$ cat config.mk
export PLATFORM = sky130hd
export DESIGN_NAME = updown_sweep_ctrl
export DESIGN_NICKNAME = d
export VERILOG_FILES = /design/src/rtl/updown_pkg.sv /design/src/rtl/updown_sweep_ctrl_dwell_timer.sv /design/src/rtl/updown_sweep_ctrl.sv
export SDC_FILE = /design/constraint.sdc
export NUM_CORES = 1
export LEC_CHECK = 0
export BUFFER_PORTS_ARGS = -buffer_cell sky130_fd_sc_hd__buf_2
export CORE_MARGIN = 2
export CORE_UTILIZATION = 40
export CTS_BUF_LIST = sky130_fd_sc_hd__clkbuf_8
export DETAILED_ROUTE_END_ITERATION = 10
export GPL_ROUTABILITY_DRIVEN = 0
export PLACE_DENSITY = 0.62
export RECOVER_POWER = 25
export SLEW_MARGIN = 20
export SYNTH_ARGS = -nofsm -noshare
export SYNTH_HDL_FRONTEND = slang
export SYNTH_HIERARCHICAL = 1
export SYNTH_SLANG_ARGS = --single-unit
$ cat constraint.sdc
create_clock -name i_clk -period 4 [get_ports i_clk]
set_clock_uncertainty 0.1 [all_clocks]
set_input_delay 0.4 -clock i_clk [delete_from_list [all_inputs] [get_ports i_clk]]
set_output_delay 0.4 -clock i_clk [all_outputs]
set_load 0.005 [all_outputs]
$ cat src/rtl/updown_pkg.sv
// Shared definitions for the up/down sweep controller.
//   - FSM state encoding (3-bit)
//   - default counter width, sweep counter width
//   - counter direction polarity for the select output
package updown_pkg;

  localparam int unsigned DEF_WIDTH = 4;
  localparam int unsigned SWEEP_W   = 8;

  localparam logic DIR_UP = 1'b1;
  localparam logic DIR_DN = 1'b0;

  typedef enum logic [2:0] {
    IDLE     = 3'd0,
    UP       = 3'd1,
    DWELL_HI = 3'd2,
    DOWN     = 3'd3,
    DWELL_LO = 3'd4
  } state_e;

endpackage

$ cat src/rtl/updown_sweep_ctrl_dwell_timer.sv
// Loadable down-counter used to time the pause at each sweep limit.
//   i_clk, i_reset : clock, synchronous active-high reset
//   i_load         : load i_load_val (has priority over i_dec)
//   i_dec          : decrement, saturating at zero
//   o_zero_c       : combinational flag, count is zero
module dwell_timer #(
  parameter int unsigned CNT_W = 1
) (
  input  logic             i_clk,
  input  logic             i_reset,
  input  logic             i_load,
  input  logic [CNT_W-1:0] i_load_val,
  input  logic             i_dec,
  output logic             o_zero_c
);

  logic [CNT_W-1:0] r_count;

  always_ff @(posedge i_clk) begin
    if (i_reset) begin
      r_count <= '0;
    end else if (i_load) begin
      r_count <= i_load_val;
    end else if (i_dec && (r_count != '0)) begin
      r_count <= r_count - CNT_W'(1);
    end
  end

  assign o_zero_c = (r_count == '0);

endmodule

$ cat src/rtl/updown_sweep_ctrl.sv
// Direction/enable controller for a WIDTH-bit up/down counter. Reads the
// counter value back and ping-pongs it between latched low/high limits,
// pausing DWELL_CYC cycles at each turnaround, for NUM_SWEEPS sweeps.
//   i_clk, i_reset      : clock, synchronous active-high reset
//   i_start, i_stop     : run request (IDLE only) / abort (highest priority)
//   i_lo_lim, i_hi_lim  : sweep limits, latched on an accepted start
//   i_q                 : counter value feedback
//   o_select            : counter direction (1 up, 0 down), registered
//   o_cnt_en            : counter step enable, combinational (Mealy)
//   o_at_lim, o_done    : one-cycle pulses on limit arrival / run completion
//   o_busy              : high in any state other than IDLE
//   o_err               : sticky out-of-bounds flag, only with
//                         UPDOWN_SWEEP_CTRL_BOUND_CHK_EN defined
module updown_sweep_ctrl
  import updown_pkg::*;
#(
  parameter int unsigned WIDTH      = DEF_WIDTH,
  parameter int unsigned DWELL_CYC  = 2,
  parameter int unsigned NUM_SWEEPS = 3
) (
  input  logic             i_clk,
  input  logic             i_reset,
  input  logic             i_start,
  input  logic             i_stop,
  input  logic [WIDTH-1:0] i_lo_lim,
  input  logic [WIDTH-1:0] i_hi_lim,
  input  logic [WIDTH-1:0] i_q,
  output logic             o_select,
  output logic             o_cnt_en,
  output logic             o_at_lim,
  output logic             o_done,
  output logic             o_busy
`ifdef UPDOWN_SWEEP_CTRL_BOUND_CHK_EN
  ,
  output logic             o_err
`endif
);

  localparam int unsigned DW_W       = (DWELL_CYC > 1) ? $clog2(DWELL_CYC) : 1;
  localparam int unsigned DWELL_LOAD = (DWELL_CYC == 0) ? 0 : DWELL_CYC - 1;

  state_e             r_state, w_state_nxt;
  logic [WIDTH-1:0]   r_lo, w_lo_nxt;
  logic [WIDTH-1:0]   r_hi, w_hi_nxt;
  logic [SWEEP_W-1:0] r_sweep, w_sweep_nxt, w_sweep_inc;
  logic               r_select, w_select_nxt;
  logic               r_at_lim, w_at_lim_nxt;
  logic               r_done, w_done_nxt;
  logic               r_busy;
  logic               w_dwell_load, w_dwell_dec, w_dwell_zero;
  logic               w_start_acc;

  assign w_start_acc = (r_state == IDLE) && i_start && (i_lo_lim < i_hi_lim);

  dwell_timer #(.CNT_W(DW_W)) u_dwell (
    .i_clk      (i_clk),
    .i_reset    (i_reset),
    .i_load     (w_dwell_load),
    .i_load_val (DW_W'(DWELL_LOAD)),
    .i_dec      (w_dwell_dec),
    .o_zero_c   (w_dwell_zero)
  );

  // State and output registers
  always_ff @(posedge i_clk) begin
    if (i_reset) begin
      r_state  <= IDLE;
      r_lo     <= '0;
      r_hi     <= '0;
      r_sweep  <= '0;
      r_select <= DIR_UP;
      r_at_lim <= 1'b0;
      r_done   <= 1'b0;
      r_busy   <= 1'b0;
    end else begin
      r_state  <= w_state_nxt;
      r_lo     <= w_lo_nxt;
      r_hi     <= w_hi_nxt;
      r_sweep  <= w_sweep_nxt;
      r_select <= w_select_nxt;
      r_at_lim <= w_at_lim_nxt;
      r_done   <= w_done_nxt;
      r_busy   <= (w_state_nxt != IDLE);
    end
  end

  // Next-state, registered-output next values and the Mealy step enable
  always_comb begin
    w_state_nxt  = r_state;
    w_lo_nxt     = r_lo;
    w_hi_nxt     = r_hi;
    w_sweep_nxt  = r_sweep;
    w_sweep_inc  = r_sweep + SWEEP_W'(1);
    w_select_nxt = r_select;
    w_at_lim_nxt = 1'b0;
    w_done_nxt   = 1'b0;
    w_dwell_load = 1'b0;
    w_dwell_dec  = 1'b0;
    o_cnt_en     = 1'b0;

    // Abort beats limit arrival: no step, no at_lim, run bookkeeping cleared
    if ((r_state != IDLE) && i_stop) begin
      w_state_nxt  = IDLE;
      w_sweep_nxt  = '0;
      w_select_nxt = DIR_UP;
    end else begin
      case (r_state)
        IDLE: begin
          if (w_start_acc) begin
            w_lo_nxt = i_lo_lim;
            w_hi_nxt = i_hi_lim;
            if (i_q < i_hi_lim) begin
              w_state_nxt  = UP;
              w_select_nxt = DIR_UP;
            end else begin
              w_state_nxt  = DOWN;
              w_select_nxt = DIR_DN;
            end
          end
        end
        UP: begin
          if (i_q != r_hi) begin
            o_cnt_en = 1'b1;
          end else begin
            w_at_lim_nxt = 1'b1;
            w_select_nxt = DIR_DN;
            if (DWELL_CYC != 0) begin
              w_state_nxt  = DWELL_HI;
              w_dwell_load = 1'b1;
            end else begin
              w_state_nxt  = DOWN;
            end
          end
        end
        DWELL_HI: begin
          if (w_dwell_zero) w_state_nxt = DOWN;
          else              w_dwell_dec = 1'b1;
        end
        DOWN: begin
          if (i_q != r_lo) begin
            o_cnt_en = 1'b1;
          end else begin
            w_at_lim_nxt = 1'b1;
            w_select_nxt = DIR_UP;
            if (w_sweep_inc == SWEEP_W'(NUM_SWEEPS)) begin
              w_state_nxt = IDLE;
              w_done_nxt  = 1'b1;
              w_sweep_nxt = '0;
            end else begin
              w_sweep_nxt = w_sweep_inc;
              if (DWELL_CYC != 0) begin
                w_state_nxt  = DWELL_LO;
                w_dwell_load = 1'b1;
              end else begin
                w_state_nxt  = UP;
              end
            end
          end
        end
        DWELL_LO: begin
          if (w_dwell_zero) w_state_nxt = UP;
          else              w_dwell_dec = 1'b1;
        end
        default: begin
          w_state_nxt  = IDLE;
          w_select_nxt = DIR_UP;
        end
      endcase
    end
  end

  assign o_select = r_select;
  assign o_at_lim = r_at_lim;
  assign o_done   = r_done;
  assign o_busy   = r_busy;

`ifdef UPDOWN_SWEEP_CTRL_BOUND_CHK_EN
  logic r_err;
  logic r_first;

  // Sticky bound check; the first cycle of a run is skipped since q may
  // legitimately start outside the limits
  always_ff @(posedge i_clk) begin
    if (i_reset) begin
      r_err   <= 1'b0;
      r_first <= 1'b0;
    end else begin
      r_first <= w_start_acc;
      if (w_start_acc) begin
        r_err <= 1'b0;
      end else if ((r_state != IDLE) && !r_first && ((i_q < r_lo) || (i_q > r_hi))) begin
        r_err <= 1'b1;
      end
    end
  end

  assign o_err = r_err;
`endif

endmodule

==> flow_summary_export.csv, run 1 <==
group,metric,value,unit
status,status,"finished, final reports clean",
global_route,overflow,0,
layout,areaGrowthSynthToFinish,12.0,%
synth,yosys-top-cells-area,"dfxtp_1 (34%), ha_1 (7.1%), xnor2_1 (6.8%)",
clock_tree,cts_max_path_buffers,2,
layout,nets,216,
worst_hold_path,hp-class,"input pin to flop",
sta,rsz0062_at_grt,"false",
synth,synth-edff-count,0,
setup_path,regToRegSetupSlack,1.72,ns
sta,tightest_slew,0.819,ns
layout,mostFrequentLayoutCell,"dfxtp_1",
job,cap_viol_max_count,0,
clock_tree,htree_levels,1,
clock_tree,clock_latency,0.26,ns
setup_path,cp_slowest_cell,"or4_1",
synth,ys_ff_latch,24,
setup_path,setup.worst_path.end_class,"output pin",
pwr,p_sw,0.152,mW
die,core-area,3360,µm²
synth,synthFlopType,"dfxtp_1",
global_route,grt_max_degree,13,
global_route,met2_usage,26.3,%
global_route,grt_pass1_vias,1221,
sta,clock.fmax,0.401,GHz
global_route,track_usage,17.1,%
synth,synth.net_count,197,
setup_path,worstPathRequired,3.50,ns
detailed_routing,wl_per_cell,13.0,µm
die,die_x,63.5,µm
setup_path,cp_data_arrival_time,1.99,ns
clock_tree,hold_buffers,0,
pwr,fin_total_pwr,0.519,mW
setup_path,crit_buf_inv,1,
synth,synth_top_area_cell,"dfxtp_1",
layout,drive_above_1_share,13.7,%
sta,fin_crit,2.49,ns
layout,fillers,362,
sta,period_share,62.3,%
detailed_routing,drt-total-wl,3070,µm
global_route,grt_pass1_wl,5580,µm
layout,num_antenna_cells,0,
die,die_area,4030,µm²
place,portBuffers,20,
clock_tree,cts_tree,"built",
synth,ys_seq_area_share,33.9,%
die,die_h,63.5,µm
pwr,switching_share,29.2,%
setup_path,crit_family,"simple AND/OR/NAND/NOR gates",
clock_tree,cts_resized,0,
place,place_inst,233,
synth,syn_area,1420,µm²
detailed_routing,dr.first_iter.drc_count,88,
synth,synth-warning-count,6,
clock_tree,clk_pin_slew,0.08,ns
global_route,met3_usage,4.64,%
pwr,p_comb_share,21.5,%
die,ios,21,
synth,syn_avg_cell_area,8.19,µm²
setup_path,crit_fanout,7,
place,dpl.hpwl,2350,µm
layout,layout.cells.non_filler,236,
sta,drv_slew,0,
detailed_routing,drc,0,
pwr,peakVddDrop,0.188,mV
synth,synth_top_area_share,33.9,%
detailed_routing,postRouteAntennaNets,0,
global_route,antenna_found_initial,0,
detailed_routing,viasPerCell,5.33,
pwr,p_seq_share,51.3,%
pwr,p_leak,0.577,nW
global_route,busiest_layer,"met2",
pwr,p_clk_share,27.1,%
clock_tree,root_buffer,"clkbuf_8",
die,initial_core_util,42.1,%
sta,fin_setup_tns,0,ns
synth,postSynthCellCount,173,
setup_path,cp-start-kind,"flop",
detailed_routing,drt-pass1-iter-count,4,
sta,worst_hold_slack,0.274,ns
place,place_area,1550,µm²
pwr,internal_power,0.367,mW
sta,slew-limit-headroom,44.9,%
synth,ys_types,41,
clock_tree,cts.sinks,24,
detailed_routing,routed-via-count,1257,
setup_path,cp_cell_sequence,"xor2_1 -> or4_1 -> a22o_1 -> nor2b_1 -> buf_2",
setup_path,slowest_delay,0.68,ns
layout,final_area,1590,µm²
sta,setup_violations,0,
synth,async_flop_share,0,%
setup_path,critical_path_class,"flop to output pin",
clock_tree,cts_buffers,3,
pwr,p_per_area,327,nW/µm²
global_route,met1_usage,24.0,%
clock_tree,post-cts-setup-buffers,0,
die,rows,21,
sta,hold_viol,0,
layout,mostFrequentLayoutCells,"dfxtp_1 (24), nand2_1 (19), buf_2 (17)",
==> registers in the layout, summed over array words and instances (netlist names) <==
| name | flops |
|---|---|
| o_at_lim | 1 |
| r_sweep | 8 |
| r_hi | 4 |
| r_lo | 4 |
| o_busy | 1 |
| o_done | 1 |
| u_dwell/r_count | 1 |
| o_select | 1 |
| r_state | 3 |
==> power by group through the flow <==
stage / Combinational, mW / Clock (mW) / Sequential (mW)
2_1_floorplan: 0.0812 / 0 / 0.267
3_3_place_gp: 0.108 / 0 / 0.271
3_5_place_dp: 0.111 / 0 / 0.271
4_1_cts: 0.112 / 0.145 / 0.266
5_1_grt: 0.126 / 0.152 / 0.269
6_report: 0.112 / 0.141 / 0.266
==> worst min-delay path, cell delays in order <==
cell and delay [ns]:
clkbuf_1 0.09, nand2_1 0.06, a21oi_1 0.05
==> cell type report <==
cell class	instances	area (µm²)	area share, %
clock buffer	3	41.3	2.60
timing repair buffer	20	96.3	6.07
multi-input combinational	134	877	55.3
inverter	9	33.8	2.13
sequential	24	480	30.3
tap	46	57.6	3.63
==> metal layers <==
| layer | wire length [µm] | up-vias | share of wire, % |
|---|---|---|---|
| met4 | 13 | 0 | 0.42 |
| li1 | - | 640 | - |
| met5 | 0 | - | 0 |
| met2 | 1410 | 31 | 46 |
| met3 | 176 | 2 | 5.7 |
| met1 | 1480 | 584 | 48 |
==> cell families after synthesis <==
family                   count (synthesis)  synth area share, %
AO/OA/AOI/OAI                           32                 15.5
XOR/XNOR                                17                 10.5
adder cells (fa/ha/maj)                  8                 7.07
buffers and inverters                   15                 4.15
flip-flops                              24                 33.9
multiplexers                             3                 2.12
other                                    1                0.265
AND/OR/NAND/NOR                         73                 26.5
==> cells in the mapped netlist (all sizes together) (2+ instances only) <==
library cell / count
dfxtp: 24
nand2: 19
nor2: 13
a21oi: 12
nor3: 12
xnor2: 11
inv: 9
ha: 8
xor2: 6
clkbuf: 5
o21ai: 5
nand2b: 4
nand3: 4
nand4: 4
a211oi: 3
mux2i: 3
nor2b: 3
o31ai: 3
and2: 2
nor4: 2
or2: 2
or4: 2
==> stage by stage <==
| step | utilization (%) | setup WS [ns] |
|---|---|---|
| 6_report | 47.2 | 1.51 |
| 5_1_grt | 47.2 | 1.39 |
| 4_1_cts | 47.3 | 1.49 |
| 3_5_place_dp | 46.1 | 1.60 |
| 3_3_place_gp | 46.1 | 1.61 |
| 2_1_floorplan | - | 1.96 |
==> path summary, 6_finish.rpt <==
path,from,to,cells past startpoint
max,r_lo[1]$_SDFFE_PP0P_,o_cnt_en,5
min reg2reg,r_lo[0]$_SDFFE_PP0P_,r_lo[0]$_SDFFE_PP0P_,2
min,i_hi_lim[1],r_hi[1]$_SDFFE_PP0P_,3
max reg2reg,r_sweep[0]$_SDFFE_PP0P_,u_dwell/r_count$_SDFFE_PP0P_,6
Power figures use the tool's default switching activity.
==> run 2, diff against run 1 <==
==> constraint.sdc (replaced) <==
create_clock -name i_clk -period 2.5 [get_ports i_clk]
set_clock_uncertainty 0.1 [all_clocks]
set_input_delay 0.25 -clock i_clk [delete_from_list [all_inputs] [get_ports i_clk]]
set_output_delay 0.25 -clock i_clk [all_outputs]
set_load 0.005 [all_outputs]
==> run 2 against run 1 <==
Compared with the run above: power rose by 61%; utilization grew 0.52 points; first-iteration DRC count fell by 53%; critical path depth unchanged; sequential power increased by 60%; cell count up 0.85%; register-to-register slack worse by 1.4 ns; largest power group unchanged; highest routed layer unchanged; non-clock buffer count grew 2; critical endpoint unchanged; flip-flop and latch count stayed put; clock-buffer cell count unchanged.
==> flow_summary_export.csv, run 2 (synthesis results as in run 1) <==
group,metric,value,unit
setup_path,setup.worst_path.end_class,"output pin",
sta,layout_setup_ws,0.142,ns
global_route,grt_max_degree,13,
place,dpl.hpwl,2430,µm
die,die_area,4030,µm²
detailed_routing,dr.first_iter.drc_count,41,
detailed_routing,drc,0,
layout,nets,218,
setup_path,cp-start-kind,"flop",
sta,worst_hold_slack,0.131,ns
clock_tree,clock_latency,0.26,ns
layout,final_area,1600,µm²
setup_path,worstPathRequired,2.15,ns
die,die_h,63.5,µm
layout,mostFrequentLayoutCell,"dfxtp_1",
worst_hold_path,hp-class,"input pin to flop",
clock_tree,cts_buffers,3,
detailed_routing,postRouteAntennaNets,0,
layout,final_core_util,47.7,%
sta,slew-limit-headroom,47.5,%
die,rows,21,
sta,hold_viol,0,
global_route,grt_pass1_wl,5670,µm
die,core-area,3360,µm²
setup_path,critical_path_class,"flop to output pin",
clock_tree,hold_buffers,0,
status,status,"finished, final reports clean",
clock_tree,cts_resized,0,
place,place_ws,0.296,ns
pwr,fin_total_pwr,0.833,mW
layout,drive_above_1_share,15.1,%
detailed_routing,drt-total-wl,3190,µm
die,initial_core_util,42.1,%
sta,tightest_slew,0.779,ns
clock_tree,post-cts-setup-buffers,0,
detailed_routing,viasPerCell,5.50,
sta,rsz0062_at_grt,"false",
global_route,grt_pass1_vias,1311,
clock_tree,clk_pin_slew,0.08,ns
pwr,peakVddDrop,0.259,mV
global_route,track_usage,17.5,%
place,portBuffers,20,
die,ios,21,
sta,clock.fmax,0.424,GHz
global_route,antenna_found_initial,0,
pwr,p_per_area,519,nW/µm²
clock_tree,cts_tree,"built",
job,cap_viol_max_count,0,
pwr,p_leak,0.588,nW
detailed_routing,drt-pass1-iter-count,4,
sta,drv_slew,0,
clock_tree,root_buffer,"clkbuf_8",
place,place_inst,235,
clock_tree,htree_levels,1,
global_route,overflow,0,
sta,setup_violations,0,
place,place_area,1560,µm²
setup_path,crit_fanout,7,
clock_tree,cts_max_path_buffers,2,
detailed_routing,routed-via-count,1309,
layout,top_regs,"r_sweep (8), r_hi (4), r_lo (4)",
layout,areaGrowthSynthToFinish,13.3,%
layout,layout.cells.non_filler,238,
layout,top_register,"r_sweep",
die,die_x,63.5,µm
sta,fin_crit,2.36,ns
sta,period_share,94.3,%
layout,mostFrequentLayoutCells,"dfxtp_1 (24), nand2_1 (19), buf_2 (19)",
layout,num_antenna_cells,0,
detailed_routing,wl_per_cell,13.4,µm
sta,fin_setup_tns,0,ns
layout,largest_register_ffs,8,
setup_path,cp_data_arrival_time,2.01,ns
clock_tree,cts.sinks,24,
-- run 2: cell count changes in the layout (fill, tap and decap cells not counted) --
cell      previous run  this run
or2_2                2         1
clkbuf_1             3         1
buf_2               17        19
or2_0                0         1
buf_4                0         2
-- run 2: layout make-up --
cell class | instances | area, µm²
Multi-Input combinational cell | 134 | 877
Fill cell | 370 | 1760
Sequential cell | 24 | 480
Timing Repair Buffer | 22 | 114
Tap cell | 46 | 57.6
Inverter | 9 | 33.8
Clock buffer | 3 | 41.3
-- run 2: path summary, 6_finish.rpt --
path	depth (start not counted)	slack [ns]	end	startpoint
setup / recovery	5	0.14	o_cnt_en	r_lo[1]$_SDFFE_PP0P_
hold / removal	3	0.13	r_lo[0]$_SDFFE_PP0P_	i_lo_lim[0]
hold reg to reg	2	0.37	r_hi[2]$_SDFFE_PP0P_	r_hi[2]$_SDFFE_PP0P_
setup reg to reg	5	0.34	o_busy$_SDFF_PP0_	r_lo[1]$_SDFFE_PP0P_
-- run 2: worst max-delay path, cell delays in order (launching register included) --
cell and delay [ns]:
dfxtp_1 0.34, xor2_1 0.17, or4_1 0.68, a22o_1 0.28, nor2b_1 0.14, buf_2 0.13
-- run 2: where the power goes --
group	leakage, nW	internal (mW)	total, mW	switching (mW)
combinational	0.372	0.0762	0.182	0.106
clock	0.0216	0.108	0.224	0.117
sequential	0.195	0.405	0.426	0.0217
total	0.588	0.588	0.833	0.244
-- run 2: metal layers --
layer / vias up / routed length [µm] / global-route usage, %
met4: 0 / 50 / 7.07
met5: - / 0 / 0
li1: 649 / - / -
met3: 6 / 163 / 4.46
met2: 31 / 1460 / 28.4
met1: 623 / 1510 / 22.1
==> run 3, diff against run 2 <==
--- a/config.mk
+++ b/config.mk
@@ -5,6 +5,7 @@
 export SDC_FILE = /design/constraint.sdc
 export NUM_CORES = 1
 export LEC_CHECK = 0
+export ABC_AREA = 1
 export BUFFER_PORTS_ARGS = -buffer_cell sky130_fd_sc_hd__buf_2
 export CORE_MARGIN = 2
 export CORE_UTILIZATION = 40
==> run 3 against run 2 <==
Compared with the run above: setup slack better by 0.52 ns; clock-buffer cell count stayed put; critical path depth is 5 higher; sequential share of layout area is 1.7 points lower; clock power is 55% higher; die area is 4.6% higher; maximum frequency is 28% higher.
==> flow_summary_export.csv, run 3 <==
group,metric,value,unit
sta,layout_setup_ws,0.660,ns
detailed_routing,drt-pass1-iter-count,4,
die,rows,22,
global_route,overflow,0,
setup_path,crit_family,"simple AND/OR/NAND/NOR gates",
layout,areaGrowthSynthToFinish,14.3,%
sta,worst_hold_slack,0.123,ns
worst_hold_path,min_from,"i_reset",
setup_path,ff2ff_path_depth,10,
sta,period_share,73.6,%
die,die_x,64.9,µm
synth,synth-edff-count,0,
synth,yosys-top-cells-area,"dfxtp_1 (32%), nand2_1 (15%), inv_1 (9.6%)",
detailed_routing,wl_per_cell,10.2,µm
synth,ys_seq_area_share,32.4,%
setup_path,regToRegSetupSlack,0.68,ns
sta,hold_viol,0,
worst_hold_path,timing.hold.worst_endpoint,"u_dwell/r_count$_SDFFE_PP0P_",
layout,drive_above_1_share,17.1,%
layout,top_regs,"r_sweep (8), r_hi (4), r_lo (4)",
global_route,grt_pass1_wl,5370,µm
pwr,p_leak,0.834,nW
sta,drv_slew,0,
setup_path,cp.depth,10,
synth,syn_avg_cell_area,6.49,µm²
detailed_routing,dr.first_iter.drc_count,45,
synth,synth_top_area_cell,"dfxtp_1",
clock_tree,root_buffer,"clkbuf_8",
clock_tree,cts.sinks,24,
sta,fin_crit,1.84,ns
clock_tree,cts_buffers,3,
setup_path,worstPathRequired,2.15,ns
place,portBuffers,20,
setup_path,path_common_cell,"nand2_1",
detailed_routing,postRouteAntennaNets,0,
clock_tree,cts_resized,0,
synth,syn_area,1490,µm²
clock_tree,cts_max_path_buffers,2,
setup_path,critical_path_class,"flop to output pin",
synth,synth.net_count,253,
place,place_ws,0.722,ns
setup_path,slowest_delay,0.33,ns
setup_path,cp_data_arrival_time,1.49,ns
job,cap_viol_max_count,0,
setup_path,timing.rr.start,"r_lo[1]$_SDFFE_PP0P_",
die,core-area,3610,µm²
detailed_routing,drc,0,
clock_tree,clock_latency,0.27,ns
die,initial_core_util,41.2,%
setup_path,cp_cell_sequence,"inv_1 -> nand2_1 -> nand2_1 -> nor2_1 -> nand2_1 -> nand2_1 -> nand2_1 -> inv_2 -> nor2_1 -> buf_2",
die,die_h,64.9,µm
setup_path,cp_slowest_cell,"dfxtp_1",
setup_path,crit_buf_inv,3,
pwr,peakVddDrop,0.270,mV
clock_tree,clk_pin_slew,0.09,ns
global_route,track_usage,16.4,%
synth,async_flop_share,0,%
worst_hold_path,hp-class,"input pin to flop",
sta,setup_violations,0,
worst_hold_path,hold_depth,4,
global_route,grt_max_degree,19,
synth,postSynthCellCount,229,
detailed_routing,drt-total-wl,3070,µm
clock_tree,hold_buffers,0,
sta,rsz0062_at_grt,"false",
synth,ys_types,26,
setup_path,r2r-end,"u_dwell/r_count$_SDFFE_PP0P_",
global_route,grt_pass1_vias,1277,
layout,top_register,"r_sweep",
layout,mostFrequentLayoutCell,"nand2_1",
clock_tree,htree_levels,1,
sta,clock.fmax,0.543,GHz
detailed_routing,routed-via-count,1394,
setup_path,crit_fanout,4,
layout,largest_register_ffs,8,
die,die_area,4220,µm²
detailed_routing,viasPerCell,4.65,
sta,fin_setup_tns,0,ns
synth,synthTopCellsByCount,"nand2_1 (59), inv_1 (38), dfxtp_1 (24)",
place,dpl.hpwl,2470,µm
clock_tree,post-cts-setup-buffers,0,
synth,synth_top_area_share,32.4,%
setup_path,setup.worst_path.end_class,"output pin",
layout,mostFrequentLayoutCells,"nand2_1 (59), inv_1 (38), dfxtp_1 (24)",
pwr,p_per_area,610,nW/µm²
layout,nets,277,
synth,synthFlopType,"dfxtp_1",
status,status,"finished, final reports clean",
synth,synth_most_common_cell,"nand2_1",
layout,num_antenna_cells,0,
clock_tree,cts_tree,"built",
setup_path,cp-start-kind,"flop",
synth,ys_ff_latch,24,
synth,synth-warning-count,6,
die,ios,21,
global_route,antenna_found_initial,0,
[run 3: cell types whose count changed after synthesis, moves of 9 or more]
cell	delta
nand3_1	+9
nand2_1	+40
o21ai_0	+12
inv_1	+29
nor3_1	-10
xnor2_1	-10
[run 3: report_power, final]
part | total (mW) | internal (mW) | leakage, nW | switching, mW
sequential | 0.444 | 0.419 | 0.196 | 0.0241
clock | 0.347 | 0.214 | 0.0357 | 0.133
combinational | 0.246 | 0.0916 | 0.602 | 0.154
[run 3: how the worst max path moves through the flow]
stage / end / startpoint / slack [ns]
3_3_place_gp: u_dwell/r_count$_SDFFE_PP0P_ / r_sweep[1]$_SDFFE_PP0P_ / 0.73
4_1_cts: o_cnt_en / r_lo[1]$_SDFFE_PP0P_ / 0.56
6_report: o_cnt_en / r_lo[1]$_SDFFE_PP0P_ / 0.66
2_1_floorplan: u_dwell/r_count$_SDFFE_PP0P_ / r_sweep[1]$_SDFFE_PP0P_ / 0.90
5_1_grt: u_dwell/r_count$_SDFFE_PP0P_ / r_lo[1]$_SDFFE_PP0P_ / 0.47
3_5_place_dp: u_dwell/r_count$_SDFFE_PP0P_ / r_sweep[1]$_SDFFE_PP0P_ / 0.72
[run 3: routing by layer]
metal	part of all wire (%)	track usage [%]	up-vias
met2	46	27.7	23
met3	3.2	2.26	5
met4	2.1	7.98	0
met5	0	0	-
li1	-	-	770
met1	49	20.4	596
[run 3: stage by stage]
step	power [mW]	instances	util, %	cell area, µm²
final	1.04	300	47.1	1700
after global routing	1.10	300	47.1	1700
after CTS	1.05	300	47.5	1710
after detailed placement	0.704	296	45.5	1640
after global placement	0.703	296	45.5	1640
after floorplan	0.630	229	-	1490
[run 3: cell type report]
cell class / instances / area [µm²]
fillers: 386 / 1910
flip-flops and latches: 24 / 480
inverters: 44 / 168
clock buffers: 3 / 41.3
multi-input cells: 160 / 820
well taps: 48 / 60.1
repair buffers: 20 / 98.8
clock inverters: 1 / 30.0
[run 3: worst min-delay path, stage by stage]
cell and delay, ns:
buf_2 0.09, inv_1 0.03, nand2_1 0.05, nor2_1 0.04
[run 3: cells by family (layout without fill, tap and decap cells)]
| logic type | Yosys count | count (layout) | share of synthesized area (%) |
|---|---|---|---|
| XOR/XNOR | 3 | 3 | 1.77 |
| adder cells (fa/ha/maj) | 8 | 8 | 6.74 |
| AND/OR/NAND/NOR | 105 | 105 | 32.2 |
| other | 1 | 1 | 0.252 |
| flip-flops | 24 | 24 | 32.4 |
| buffers and inverters | 45 | 68 | 11.6 |
| AO/OA/AOI/OAI | 43 | 43 | 15.1 |
